===== config.mk =====
export PLATFORM = sky130hd
export DESIGN_NAME = cmd_response_receiver
export DESIGN_NICKNAME = d
export VERILOG_FILES = /design/src/rtl/cmd_response_receiver.sv
export SDC_FILE = /design/constraint.sdc
export NUM_CORES = 1
export LEC_CHECK = 0
export ABC_AREA = 1
export CAP_MARGIN = 20
export CELL_PAD_IN_SITES_DETAIL_PLACEMENT = 0
export CELL_PAD_IN_SITES_GLOBAL_PLACEMENT = 1
export CORE_ASPECT_RATIO = 1.5
export CORE_MARGIN = 2
export CORE_UTILIZATION = 40
export CTS_BUF_LIST = sky130_fd_sc_hd__clkbuf_16
export DETAILED_ROUTE_END_ITERATION = 12
export PLACE_DENSITY_LB_ADDON = 0.2
export SLEW_MARGIN = 20
export SYNTH_ARGS = -nofsm -noshare
export SYNTH_HDL_FRONTEND = slang
export SYNTH_SLANG_ARGS = --single-unit

===== constraint.sdc =====
create_clock -name sd_clock -period 2.05 [get_ports sd_clock]
set_input_delay 0.205 -clock sd_clock [delete_from_list [all_inputs] [get_ports sd_clock]]
set_output_delay 0.205 -clock sd_clock [all_outputs]
set_load 0.005 [all_outputs]

===== src/rtl/cmd_response_receiver.sv =====
// SD CMD-line response receiver: waits for a start bit, shifts in a 48/136-bit frame MSB first,
// then reports framing and CRC7 status, or no_response if the card never answers.
module cmd_response_receiver #(
  parameter int TIMEOUT_CYCLES = 64,
  parameter int CNT_W          = 8
) (
  input  logic         sd_clock,
  input  logic         reset,
  input  logic         enable_stp,
  input  logic         long_response,
  input  logic         check_crc,
  input  logic         cmd_in,
  output logic [135:0] pad_response,
  output logic         reception_complete,
  output logic         no_response,
  output logic         crc_error,
  output logic         frame_error
);

  typedef enum logic [2:0] {
    IDLE,
    WAIT_START,
    RECEIVE,
    CHECK,
    DONE,
    TIMEOUT
  } state_t;

  state_t             state_q, state_d;
  logic               long_q, long_d;
  logic               crc_en_q, crc_en_d;
  logic [CNT_W-1:0]   timeout_cnt_q, timeout_cnt_d;
  logic [CNT_W-1:0]   bit_cnt_q, bit_cnt_d;
  logic [6:0]         crc_q, crc_d;
  logic [135:0]       shift_q, shift_d;
  logic [135:0]       pad_q, pad_d;
  logic               rc_q, rc_d;
  logic               nr_q, nr_d;
  logic               crc_err_q, crc_err_d;
  logic               frame_err_q, frame_err_d;

  logic [CNT_W-1:0]   last_bit;
  logic [CNT_W-1:0]   crc_lo;
  logic [CNT_W-1:0]   crc_hi;
  logic               timeout_hit;
  logic               crc_fb;
  logic [6:0]         crc_upd;

  // bit_cnt k samples frame bit L-1-k; these bound the CRC-covered window in sample terms
  assign last_bit    = long_q ? CNT_W'(135) : CNT_W'(47);
  assign crc_lo      = long_q ? CNT_W'(8)   : CNT_W'(0);
  assign crc_hi      = long_q ? CNT_W'(127) : CNT_W'(39);
  assign timeout_hit = (timeout_cnt_q == CNT_W'(TIMEOUT_CYCLES - 1));
  assign crc_fb      = crc_q[6] ^ cmd_in;
  assign crc_upd     = {crc_q[5:0], 1'b0} ^ (crc_fb ? 7'h09 : 7'h00);

  always_ff @(posedge sd_clock) begin
    if (!reset) begin
      state_q       <= IDLE;
      long_q        <= 1'b0;
      crc_en_q      <= 1'b0;
      timeout_cnt_q <= '0;
      bit_cnt_q     <= '0;
      crc_q         <= '0;
      shift_q       <= '0;
      pad_q         <= '0;
      rc_q          <= 1'b0;
      nr_q          <= 1'b0;
      crc_err_q     <= 1'b0;
      frame_err_q   <= 1'b0;
    end else begin
      state_q       <= state_d;
      long_q        <= long_d;
      crc_en_q      <= crc_en_d;
      timeout_cnt_q <= timeout_cnt_d;
      bit_cnt_q     <= bit_cnt_d;
      crc_q         <= crc_d;
      shift_q       <= shift_d;
      pad_q         <= pad_d;
      rc_q          <= rc_d;
      nr_q          <= nr_d;
      crc_err_q     <= crc_err_d;
      frame_err_q   <= frame_err_d;
    end
  end

  always_comb begin
    state_d = state_q;
    case (state_q)
      IDLE:       if (enable_stp) state_d = WAIT_START;
      WAIT_START: begin
        if (!enable_stp)      state_d = IDLE;
        else if (!cmd_in)     state_d = RECEIVE;
        else if (timeout_hit) state_d = TIMEOUT;
      end
      RECEIVE: begin
        if (!enable_stp)                state_d = IDLE;
        else if (bit_cnt_q == last_bit) state_d = CHECK;
      end
      CHECK:      state_d = enable_stp ? DONE : IDLE;
      DONE,
      TIMEOUT:    if (!enable_stp) state_d = IDLE;
      default:    state_d = IDLE;
    endcase
  end

  always_comb begin
    long_d        = long_q;
    crc_en_d      = crc_en_q;
    timeout_cnt_d = timeout_cnt_q;
    bit_cnt_d     = bit_cnt_q;
    crc_d         = crc_q;
    shift_d       = shift_q;
    pad_d         = pad_q;
    rc_d          = rc_q;
    nr_d          = nr_q;
    crc_err_d     = crc_err_q;
    frame_err_d   = frame_err_q;
    case (state_q)
      IDLE: begin
        timeout_cnt_d = '0;
        bit_cnt_d     = '0;
        crc_d         = '0;
        if (enable_stp) begin
          long_d   = long_response;
          crc_en_d = check_crc;
        end
      end
      WAIT_START: begin
        // the short-frame start bit is CRC-covered but is 0 into a zero register, so it is skipped
        if (enable_stp) begin
          if (!cmd_in) begin
            bit_cnt_d = CNT_W'(1);
            shift_d   = '0;
          end else begin
            timeout_cnt_d = timeout_cnt_q + CNT_W'(1);
            if (timeout_hit) nr_d = 1'b1;
          end
        end
      end
      RECEIVE: begin
        if (enable_stp) begin
          shift_d   = {shift_q[134:0], cmd_in};
          bit_cnt_d = bit_cnt_q + CNT_W'(1);
          if (bit_cnt_q >= crc_lo && bit_cnt_q <= crc_hi) crc_d = crc_upd;
        end
      end
      CHECK: begin
        if (enable_stp) begin
          pad_d       = long_q ? shift_q : {88'd0, shift_q[47:0]};
          rc_d        = 1'b1;
          frame_err_d = (long_q ? shift_q[134] : shift_q[46]) | ~shift_q[0];
          crc_err_d   = crc_en_q & (crc_q != shift_q[7:1]);
        end
      end
      DONE,
      TIMEOUT: begin
        if (!enable_stp) begin
          rc_d        = 1'b0;
          nr_d        = 1'b0;
          crc_err_d   = 1'b0;
          frame_err_d = 1'b0;
        end
      end
      default: ;
    endcase
  end

  assign pad_response       = pad_q;
  assign reception_complete = rc_q;
  assign no_response        = nr_q;
  assign crc_error          = crc_err_q;
  assign frame_error        = frame_err_q;

endmodule


==> results.md, run 1 <==
- Initial core utilization: 40.58%
- Sequential-to-total area share from yosys stat: 53.63%
- Critical path required time: 2.49 ns
- Cts hold-fix bufs: 0
- First-pass GRT wire length: 45.79 mm
- RSZ-0062 raised after global routing: no
- Int Pwr: 9.458 mW
- Fmax: about 540 MHz
- Die Wd: 141.5 um
- DRT Pass-1 Iters: 4
- Multiplexer share of the synthesized area: 0%
- Share of layout cells above drive strength 1: 5.455%
- Final instance area: 14,040 um^2
- Critical path startpoint category: register
- Power Dens Cells: 929.4 nW/um^2
- DRC: 0
- WP data arrival: 2.28 ns
- Worst clock skew: 0.02267 ns
- CTS tree: built
- Switching share of power: 27.51%
- Slew headroom: between 50% and 60%
- Tot GR Track Use: a little under a fifth
- Post-synthesis simple-gate area fraction: 24.91%
- Adder-Cell Fraction of Synth Area: less than 1%
- DP Worst Slack: approximately 0.018 ns
- Sequential power share: 47.5%
- Worst r2r path cells: 12
- H-Tree Depth: 1
- Post-synthesis compound-gate area fraction: about 14%
- Grt ovf: 0
- CTS sink cnt: 304
- Vias per inst: 4.969
- Avg Inst Size Synth: 7.709 um^2
- Initial DRC count: 595
- Post-cts sizing count: 0
- Post-layout min period: about 1.8 ns
- Leak Pwr: 4.971 nW
- Hold path depth: 3
- Largest net degree at the start of global routing: 90
- Root Driver: clkbuf_16
- Core Util, Final: 50.20%
- Largest cells by area after synthesis: dfxtp_1, nand2_1, a21oi_1
- Commonest non-fill, non-tap cell in the layout: nand2_1
- Sum of negative setup slack: 0 ns
- Syn Nets: 1,485
- Clock power share: between 30% and 40%
- # setup viols final: 0
- Clk_lat worst skew: roughly 0.56 ns
- Commonest cells after routing, fill and taps aside: nand2_1, dfxtp_1, a21oi_1, clkdlybuf4s50_1, nor2_1
- Max_cap viols: 0
- Via count: 9,645
- Vias in the first global route: 9,288
- Flops & latches, synth: 304
- Synth top area share: between 50% and 60%
- Port bufs: 145
- IO Pins: 146
- Slew Limit Fails: 0
- Die height: 210.3 um
- Final Cycle Share: 89.58%
- Hold WC Path Type: in2reg
- Antenna Cells: 0
- Power Total: 13.05 mW
- Yosys Warn Count: 0
- Post-DP HPWL: 16.50 mm
- CP Capture Type: register
- Measured slew at the worst slew-check pin: 0.6835 ns
- Reg clk slew, reported paths: 0.06 ns
- Core area: 27,960 um^2
- VDD IR max: 0.0005780 V
- Kind of critical path: reg2reg
- Final Hold Vio Count: 0
- ANT nets after route: 0
- Area delta synth->final: 23.72%
- Total Routed Length: 27.36 mm
- Post-synth top area cell: dfxtp_1
- Net count, final: 1,584
- NetSw: approximately 3.6 mW
- Comb pwr share: between 10% and 20%
- Worst-case clock buffer depth: 3
- Crit Path Max Fanout: 6
- Synth unique cells: 33
- Main combinational cell family by area after synthesis: simple AND/OR/NAND/NOR gates
- Synthesized instance count: 1,472
- CTS buffer count: 31
- Final WS setup: between 0.2 and 0.25 ns
- Die ar.: 29,760 um^2
- Wire length per cell: about 14 um
- GP Congestion: 0.7650
- Synth Area in XOR/XNOR: less than 1%
- Postcts setup bufs: 0
- DP Area: between 10,000 and 15,000 um^2
- Mapped cell area: 11,350 um^2
- Row count: 75
- Run status: completed
- Initial antenna violation count: 0
## power groups by stage
stage	combinational, mW	clock, mW	sequential (mW)
after floorplan	1.27	0	6.30
after CTS	1.73	5.33	6.20
after global routing	1.91	5.58	6.22
after detailed placement	1.72	0	6.33
final	1.70	5.15	6.20
after global placement	1.71	0	6.33
## final cells by class
cell class,count,area (um^2)
multi-input combinational,1026,4607
tap,346,432.9
timing repair buffer,170,1838
clock inverter,26,145.1
sequential,304,6090
fill,2821,13930
clock buffer,31,775.7
inverter,38,150.1
## metrics by stage
stage	hold slack, ns	std cells
finish	0.08947	1941
global route	0.07440	1941
CTS	0.07163	1941
detailed placement	0.4498	1884
global placement	0.4507	1884
floorplan	0.3533	1472
## routing by layer
metal | up-vias | global-route usage [%] | part of all wire, %
li1 | 4981 | - | -
met5 | - | 0 | 0
met3 | 24 | 3.544 | 4.9
met2 | 166 | 31.87 | 49
met4 | 0 | 4.517 | 1.2
met1 | 4474 | 23.03 | 45
## cells in the mapped netlist
| library cell | instances |
|---|---|
| clkbuf_1 | 53 |
| buf_6 | 10 |
| buf_1 | 2 |
| a21oi_1 | 246 |
| buf_2 | 34 |
| nor2_1 | 140 |
| xor2_1 | 2 |
| nor2_4 | 2 |
| inv_2 | 5 |
| inv_1 | 33 |
| dfxtp_1 | 304 |
| ha_1 | 7 |
| o21ai_0 | 58 |
| a21o_1 | 1 |
| o21bai_1 | 2 |
| nand2_2 | 3 |
| nand3b_1 | 1 |
| or2_2 | 1 |
| nand4_1 | 7 |
| nand2_4 | 1 |
| o31ai_1 | 1 |
| nor3_1 | 4 |
| nand3_2 | 1 |
| o21ai_1 | 1 |
| xnor2_1 | 8 |
| a21oi_2 | 1 |
| a211oi_1 | 1 |
| nand2_1 | 427 |
| nor3_4 | 1 |
| o21ai_2 | 2 |
| and3_1 | 1 |
| nand3_1 | 107 |
| buf_4 | 5 |
## worst paths after layout
path | start | to | slack (ns)
worst max-delay path | long_q | crc_q[3] | 0.21
worst min-delay path | reset | shift_q[44] | 0.09
worst max register to register | long_q | crc_q[3] | 0.21
worst min register to register | pad_response[102] | pad_response[102] | 0.46
## critical path, cell delays in order (launching register included)
cell and delay [ns]:
dfxtp_4 0.36, inv_1 0.12, ha_1 0.33, inv_1 0.05, nor2_1 0.11, nand3_1 0.08
nand2_1 0.07, nand2_1 0.07, nand2_1 0.18, buf_4 0.18, nand3_1 0.07, nand2_1 0.06
nor2_1 0.04
## cell families after synthesis
family	after synthesis
AOI/OAI and AO/OA	313
adders and majority gates	7
and+or+nand+nor	696
DFF	304
xor gates and xnor gates	10
buffers and inverters	142
## flip-flops by register name (all words and copies together) (netlist names)
name and flops:
long_q 1, shift_q 136, frame_error 1, pad_response 136
timeout_cnt_q 8, crc_en_q 1, reception_complete 1, no_response 1
crc_error 1, crc_q 7, bit_cnt_q 8, state_q 3
(Power assumes the default switching activity.)
==> run 2, diff against run 1 <==
- SKIP_CTS_REPAIR_TIMING: default -> 1
==> results of run 2 <==
Same layout as run 1: the final DEF is identical, and so are final timing and power.
